`src/rtl/axilite_slave_pkg.sv`:
```
// Shared types and constants for the AXI4-Lite responder and its helpers.
package axilite_slave_pkg;

    typedef enum logic [1:0] {
        WR_IDLE,
        WR_REQ,
        WR_WAIT,
        WR_RESP
    } wr_state_t;

    typedef enum logic [1:0] {
        RD_IDLE,
        RD_REQ,
        RD_WAIT,
        RD_RESP
    } rd_state_t;

    localparam logic [1:0] RESP_OKAY   = 2'b00;
    localparam logic [1:0] RESP_SLVERR = 2'b10;

    localparam int TIMEOUT_W = 16;

endpackage

```
`src/rtl/axilite_slave_timeout.sv`:
```
// Backend wait timer: cleared before a wait, counts while enabled, and flags
// expiry in the cycle where the count would reach TIMEOUT_CYCLES.
module axilite_slave_timeout
    import axilite_slave_pkg::*;
#(
    parameter int unsigned TIMEOUT_CYCLES = 255
) (
    input  logic axi_aclk,
    input  logic axi_aresetn,
    input  logic clear,
    input  logic enable,
    output logic expired
);

    // Expiry fires while the count equals TIMEOUT_CYCLES-1 so the owning FSM
    // leaves its wait state exactly TIMEOUT_CYCLES cycles after entering it.
    localparam logic [TIMEOUT_W-1:0] LIMIT = TIMEOUT_W'(TIMEOUT_CYCLES - 1);

    logic [TIMEOUT_W-1:0] cnt;

    // Saturating wait counter
    always_ff @(posedge axi_aclk or negedge axi_aresetn) begin
        if (!axi_aresetn) begin
            cnt <= '0;
        end else if (clear) begin
            cnt <= '0;
        end else if (enable && (cnt != '1)) begin
            cnt <= cnt + TIMEOUT_W'(1);
        end
    end

    // Expiry decode; a zero limit disables the timeout entirely
    always_comb begin
        expired = 1'b0;
        if ((TIMEOUT_CYCLES != 0) && enable && (cnt >= LIMIT)) begin
            expired = 1'b1;
        end
    end

endmodule

```
`src/rtl/axilite_slave.sv`:
```
// AXI4-Lite responder: turns write/read transactions into one-cycle backend
// request pulses, waits for backend completion (with optional timeout) and
// returns the AXI response. Write and read paths run independently.
module axilite_slave
    import axilite_slave_pkg::*;
#(
    parameter int unsigned TIMEOUT_CYCLES = 255
) (
    input  logic        axi_aclk,
    input  logic        axi_aresetn,
    input  logic        axi_awvalid,
    input  logic [31:0] axi_awaddr,
    output logic        axi_awready,
    input  logic        axi_wvalid,
    input  logic [31:0] axi_wdata,
    input  logic [3:0]  axi_wstrb,
    output logic        axi_wready,
    output logic        axi_bvalid,
    output logic [1:0]  axi_bresp,
    input  logic        axi_bready,
    input  logic        axi_arvalid,
    input  logic [31:0] axi_araddr,
    output logic        axi_arready,
    output logic        axi_rvalid,
    output logic [31:0] axi_rdata,
    output logic [1:0]  axi_rresp,
    input  logic        axi_rready,
    output logic        bk_wstart,
    output logic [31:0] bk_waddr,
    output logic [31:0] bk_wdata,
    output logic [3:0]  bk_wstrb,
    input  logic        bk_wdone,
    output logic        bk_rstart,
    output logic [31:0] bk_raddr,
    input  logic [31:0] bk_rdata,
    input  logic        bk_rdone
);

    // ---------------- write path state ----------------
    wr_state_t   wr_state, wr_next;
    logic        aw_got_q, aw_got_n;
    logic        w_got_q, w_got_n;
    logic        awready_q, awready_n;
    logic        wready_q, wready_n;
    logic        bvalid_q, bvalid_n;
    logic [1:0]  bresp_q, bresp_n;
    logic        wstart_q, wstart_n;
    logic [31:0] waddr_q, waddr_n;
    logic [31:0] wdata_q, wdata_n;
    logic [3:0]  wstrb_q, wstrb_n;
    logic        wr_to_expired;

    // ---------------- read path state ----------------
    rd_state_t   rd_state, rd_next;
    logic        arready_q, arready_n;
    logic        rvalid_q, rvalid_n;
    logic [31:0] rdata_q, rdata_n;
    logic [1:0]  rresp_q, rresp_n;
    logic        rstart_q, rstart_n;
    logic [31:0] raddr_q, raddr_n;
    logic        rd_to_expired;

    axilite_slave_timeout #(
        .TIMEOUT_CYCLES(TIMEOUT_CYCLES)
    ) u_wr_timeout (
        .axi_aclk   (axi_aclk),
        .axi_aresetn(axi_aresetn),
        .clear      (wr_state == WR_REQ),
        .enable     (wr_state == WR_WAIT),
        .expired    (wr_to_expired)
    );

    axilite_slave_timeout #(
        .TIMEOUT_CYCLES(TIMEOUT_CYCLES)
    ) u_rd_timeout (
        .axi_aclk   (axi_aclk),
        .axi_aresetn(axi_aresetn),
        .clear      (rd_state == RD_REQ),
        .enable     (rd_state == RD_WAIT),
        .expired    (rd_to_expired)
    );

    // Write FSM next-state and registered-output next values
    always_comb begin
        wr_next   = wr_state;
        aw_got_n  = aw_got_q;
        w_got_n   = w_got_q;
        awready_n = awready_q;
        wready_n  = wready_q;
        bvalid_n  = bvalid_q;
        bresp_n   = bresp_q;
        wstart_n  = 1'b0;
        waddr_n   = waddr_q;
        wdata_n   = wdata_q;
        wstrb_n   = wstrb_q;
        unique case (wr_state)
            WR_IDLE: begin
                if (axi_awvalid && awready_q) begin
                    waddr_n  = axi_awaddr;
                    aw_got_n = 1'b1;
                end
                if (axi_wvalid && wready_q) begin
                    wdata_n = axi_wdata;
                    wstrb_n = axi_wstrb;
                    w_got_n = 1'b1;
                end
                // Readies are derived from the captured flags so they come up
                // on the first edge after reset and drop at their own handshake.
                awready_n = ~aw_got_n;
                wready_n  = ~w_got_n;
                if (aw_got_n && w_got_n) begin
                    aw_got_n = 1'b0;
                    w_got_n  = 1'b0;
                    wstart_n = 1'b1;
                    wr_next  = WR_REQ;
                end
            end
            WR_REQ: begin
                wr_next = WR_WAIT;
            end
            WR_WAIT: begin
                if (bk_wdone) begin
                    bvalid_n = 1'b1;
                    bresp_n  = RESP_OKAY;
                    wr_next  = WR_RESP;
                end else if (wr_to_expired) begin
                    bvalid_n = 1'b1;
                    bresp_n  = RESP_SLVERR;
                    wr_next  = WR_RESP;
                end
            end
            WR_RESP: begin
                if (axi_bready) begin
                    bvalid_n  = 1'b0;
                    awready_n = 1'b1;
                    wready_n  = 1'b1;
                    wr_next   = WR_IDLE;
                end
            end
        endcase
    end

    // Write FSM state and output registers
    always_ff @(posedge axi_aclk or negedge axi_aresetn) begin
        if (!axi_aresetn) begin
            wr_state  <= WR_IDLE;
            aw_got_q  <= 1'b0;
            w_got_q   <= 1'b0;
            awready_q <= 1'b0;
            wready_q  <= 1'b0;
            bvalid_q  <= 1'b0;
            bresp_q   <= '0;
            wstart_q  <= 1'b0;
            waddr_q   <= '0;
            wdata_q   <= '0;
            wstrb_q   <= '0;
        end else begin
            wr_state  <= wr_next;
            aw_got_q  <= aw_got_n;
            w_got_q   <= w_got_n;
            awready_q <= awready_n;
            wready_q  <= wready_n;
            bvalid_q  <= bvalid_n;
            bresp_q   <= bresp_n;
            wstart_q  <= wstart_n;
            waddr_q   <= waddr_n;
            wdata_q   <= wdata_n;
            wstrb_q   <= wstrb_n;
        end
    end

    // Read FSM next-state and registered-output next values
    always_comb begin
        rd_next   = rd_state;
        arready_n = arready_q;
        rvalid_n  = rvalid_q;
        rdata_n   = rdata_q;
        rresp_n   = rresp_q;
        rstart_n  = 1'b0;
        raddr_n   = raddr_q;
        unique case (rd_state)
            RD_IDLE: begin
                arready_n = 1'b1;
                if (axi_arvalid && arready_q) begin
                    raddr_n   = axi_araddr;
                    arready_n = 1'b0;
                    rstart_n  = 1'b1;
                    rd_next   = RD_REQ;
                end
            end
            RD_REQ: begin
                rd_next = RD_WAIT;
            end
            RD_WAIT: begin
                if (bk_rdone) begin
                    rvalid_n = 1'b1;
                    rdata_n  = bk_rdata;
                    rresp_n  = RESP_OKAY;
                    rd_next  = RD_RESP;
                end else if (rd_to_expired) begin
                    rvalid_n = 1'b1;
                    rdata_n  = '0;
                    rresp_n  = RESP_SLVERR;
                    rd_next  = RD_RESP;
                end
            end
            RD_RESP: begin
                if (axi_rready) begin
                    rvalid_n  = 1'b0;
                    arready_n = 1'b1;
                    rd_next   = RD_IDLE;
                end
            end
        endcase
    end

    // Read FSM state and output registers
    always_ff @(posedge axi_aclk or negedge axi_aresetn) begin
        if (!axi_aresetn) begin
            rd_state  <= RD_IDLE;
            arready_q <= 1'b0;
            rvalid_q  <= 1'b0;
            rdata_q   <= '0;
            rresp_q   <= '0;
            rstart_q  <= 1'b0;
            raddr_q   <= '0;
        end else begin
            rd_state  <= rd_next;
            arready_q <= arready_n;
            rvalid_q  <= rvalid_n;
            rdata_q   <= rdata_n;
            rresp_q   <= rresp_n;
            rstart_q  <= rstart_n;
            raddr_q   <= raddr_n;
        end
    end

    assign axi_awready = awready_q;
    assign axi_wready  = wready_q;
    assign axi_bvalid  = bvalid_q;
    assign axi_bresp   = bresp_q;
    assign bk_wstart   = wstart_q;
    assign bk_waddr    = waddr_q;
    assign bk_wdata    = wdata_q;
    assign bk_wstrb    = wstrb_q;
    assign axi_arready = arready_q;
    assign axi_rvalid  = rvalid_q;
    assign axi_rdata   = rdata_q;
    assign axi_rresp   = rresp_q;
    assign bk_rstart   = rstart_q;
    assign bk_raddr    = raddr_q;

endmodule

```
`config.mk`:
```
export PLATFORM = sky130hd
export DESIGN_NAME = axilite_slave
export DESIGN_NICKNAME = d
export VERILOG_FILES = /design/src/rtl/axilite_slave_pkg.sv /design/src/rtl/axilite_slave_timeout.sv /design/src/rtl/axilite_slave.sv
export SDC_FILE = /design/constraint.sdc
export NUM_CORES = 1
export LEC_CHECK = 0
export ABC_AREA = 1
export BUFFER_PORTS_ARGS = -buffer_cell sky130_fd_sc_hd__clkbuf_2
export CORE_MARGIN = 4
export CORE_UTILIZATION = 50
export CTS_CLUSTER_SIZE = 14
export DETAILED_ROUTE_END_ITERATION = 8
export GPL_TIMING_DRIVEN = 1
export HOLD_SLACK_MARGIN = 0.08
export MAX_ROUTING_LAYER = met4
export PLACE_DENSITY_LB_ADDON = 0.25
export SLEW_MARGIN = 20
export SYNTH_ARGS = -nofsm -noshare
export SYNTH_HDL_FRONTEND = slang
export SYNTH_SLANG_ARGS = --single-unit
```
`constraint.sdc`:
```
create_clock -name axi_aclk -period 2 [get_ports axi_aclk]
set_input_delay 0.5 -clock axi_aclk [delete_from_list [all_inputs] [get_ports axi_aclk]]
set_output_delay 0.5 -clock axi_aclk [all_outputs]
set_load 0.01 [all_outputs]
```
==> results.ini <==
[run_status]
status=finished, final reports clean

[hold_path]
min_path_type=in2reg
hold_start=bk_wdone

[critical_path]
crit_top_cell=nor2_4
crit_end=u_rd_timeout.cnt[13]$_DFFE_PN0P_
startpoint=u_rd_timeout.cnt[0]$_DFFE_PN0P_
r2r-end=u_rd_timeout.cnt[13]$_DFFE_PN0P_
path_class=reg2reg
required_ns=2.31
crit_fanout=16
end_kind=flip-flop
r2r_setup_slack_ns=0.13
start_kind=flip-flop
rr_worst_depth=10
cpPeakStageDelay_ns=0.45
slowest_stage=dfrtp_1
worstPathArrival_ns=2.18
path_cells=ha_1 -> inv_1 -> nor2_4 -> nand2_2 -> nor2_4 -> nor2_4 -> nor2_4 -> buf_4 -> nand2_1 -> nand2_1
rr_startpoint=u_rd_timeout.cnt[0]$_DFFE_PN0P_

[synth]
synth_area_per_cell_um2=8.11
ys_seq_area_share_pct=56.1
synth_top_area_share_pct=56.1
syn_inst=984
yosys.area.top_type=dfrtp_1
yosysWarnings=0
syn_area_um2=7980
synthTopCellsByCount=507 x nand2_1, 179 x dfrtp_1, 61 x nand3_1, 52 x nor2_1, 46 x inv_1
ys_ff_latch=179
synthArstFlopShare_pct=100
ys_types=27
synth_edf_count=0
yosysMostFrequentCell=nand2_1
ys_top_cells_by_area=dfrtp_1 56%, nand2_1 24%, nand3_1 3.8%
synthFlopType=dfrtp_1

[cts]
cts.clk_slew.worst_paths_ns=0.07
numClockSinks=179
cts_resized=0
cts_tree=yes
cts_made_buffers=17
root_buffer=clkbuf_16
clockBufferDepth=2
h-tree-depth=4
insertion_delay_ns=0.43

[grt]
grt.busiest_layer=met2
gr-usage-met1_pct=30.0
grt_pass1_wl_um=35200
grt_pass1_vias=6978
gr-usage-met2_pct=42.1
antenna_found_initial=0
grt_max_degree=46
grt.overflow.total=0
grt_use_total_pct=25.3
use_met3_pct=7.24

[die]
die_h_um=134
core_area_um2=15400
fp.dieW_um=134
dieArea_um2=18000
rows=45
start_util_pct=51.7
io-pin-count=284

[power_and_ir_drop]
powerDensity_nw_per_um2=1440
swShare_pct=40.4
p_int_mw=8.80
ir_worst_vdd_mv=0.955
p_leak_nw=5.85
switchingPower_mw=5.97
p_comb_share_pct=38.3
p_clk_share_pct=21.8
seq_power_share_pct=39.9

[sta]
finalHoldViolCount=0
rsz0062_at_grt=no
relSlewSlack_pct=64.6
setup-violations-final=0
final.min_clock_period_ns=1.87
clock_skew_ns=0.0132
tns_ns=0
max_freq_mhz=536
worst_pin_slew_ns=0.530
finalCritPeriodShare_pct=93.3
hold-worst-slack_ns=0.259
slew_viol_final=0

[final_layout]
multi_input_area_um2=3170
fill_cells=1343
regArea_um2=4480
area_delta_synth_final_pct=29.0
final_layout_size_suffix_gt1_share_pct=27.3
finalNetCount=1420
insertedDiodeCount=0

[route]
drtIter0Drc=426
dr_total_vias=7182
post-route-drc-count=0
drtAntennaViolNets=0
routedWlPerCell_um=14.6
viasPerCell=4.82
wl_um=21700
firstDrtPassIters=5

[run]
cap_violations=0

[placed_design]
gp_congestion=0.859
numPortBuffers=281
place_hpwl_um=16100

-- flip-flops by register name, indices dropped and copies added, names as in the netlist, 2 cells and up --
name and flops:
axi_rdata 32, bk_raddr 32, wr_state 2, bk_waddr 32, bk_wstrb 4, rd_state 2
u_rd_timeout.cnt 16, bk_wdata 32, u_wr_timeout.cnt 16
-- cell usage in the layout, fill, tap and decap left out, drive strengths merged --
cell type	count
clkbuf	297
o22ai	1
o21bai	2
nor2	62
xor2	8
buf	18
clkinv	6
nand3	61
xnor2	2
conb	2
nor3	5
a21oi	10
o21ai	10
nand3b	5
dfrtp	179
inv	54
dlygate4sd3	1
nand4	29
clkinvlp	1
nand2	509
or2	5
ha	12
-- power by group through the flow --
| stage | Clock (mW) | Sequential (mW) | Combinational, mW |
|---|---|---|---|
| global placement | 0 | 5.88 | 5.53 |
| floorplan | 0 | 6.47 | 2.59 |
| detailed placement | 0 | 5.89 | 5.67 |
| global route | 3.42 | 6.08 | 6.34 |
| finish | 3.22 | 5.89 | 5.66 |
| CTS | 3.26 | 5.89 | 5.67 |
-- final cells by class --
cell class,instances,area share (%)
inverters,47,1.71
clock inverters,14,1.39
well taps,211,2.57
repair buffers,299,15.8
flip-flops and latches,179,43.5
clock buffers,17,4.14
multi-input cells,723,30.9
-- repair_timing --
action                     4_1_cts  5_1_grt
setup endpoints to repair        0       11
hold buffers                     1        0
hold endpoints to repair        36        0
setup buffers                    0        2
-- logic make-up after synthesis --
kind of cell               after synthesis  synth area share [%]
buffers and inverters                   83                  4.28
other                                    1                0.0470
adders and majority gates               12                  1.88
DFF                                    179                  56.1
xor gates and xnor gates                10                  1.10
AOI/OAI and AO/OA                       23                  1.52
and+or+nand+nor                        676                  35.0
-- layer usage --
layer  vias up  part of all wire (%)
li1       3621                     -
met4         0                   2.3
met2       219                    51
met1      3307                    39
met3        35                   7.0
met5         -                     0
-- worst min-delay path by stage --
stage	to	slack [ns]	cells after the start
2_1_floorplan	aw_got_q$_DFFE_PN0P_	0.20	0
3_3_place_gp	bk_waddr[9]$_DFFE_PN0P_	0.45	1
3_5_place_dp	bk_waddr[0]$_DFFE_PN0P_	0.45	1
4_1_cts	axi_bresp[1]$_DFFE_PN0P_	0.25	2
5_1_grt	axi_bresp[1]$_DFFE_PN0P_	0.25	2
6_report	axi_bresp[1]$_DFFE_PN0P_	0.26	2
-- per-stage QoR --
stage	utilization [%]	power [mW]	worst slack [ns]	std cells	area [um2]
after floorplan	-	9.07	0.375	985	7980
after global placement	62.8	11.4	0.242	1456	9680
after detailed placement	62.8	11.6	0.178	1456	9680
after CTS	66.5	14.8	0.161	1488	10300
after global routing	66.7	15.8	0.00593	1490	10300
final	66.7	14.8	0.135	1490	10300
-- worst max-delay path: cells and delay by family (launching register included) --
family | cells | cell delay, ns
flip-flops | 1 | 0.45
buffers and inverters | 2 | 0.29
AND/OR/NAND/NOR | 7 | 0.73
adder cells (fa/ha/maj) | 1 | 0.29
No activity file was read; power rests on OpenSTA's default activity.
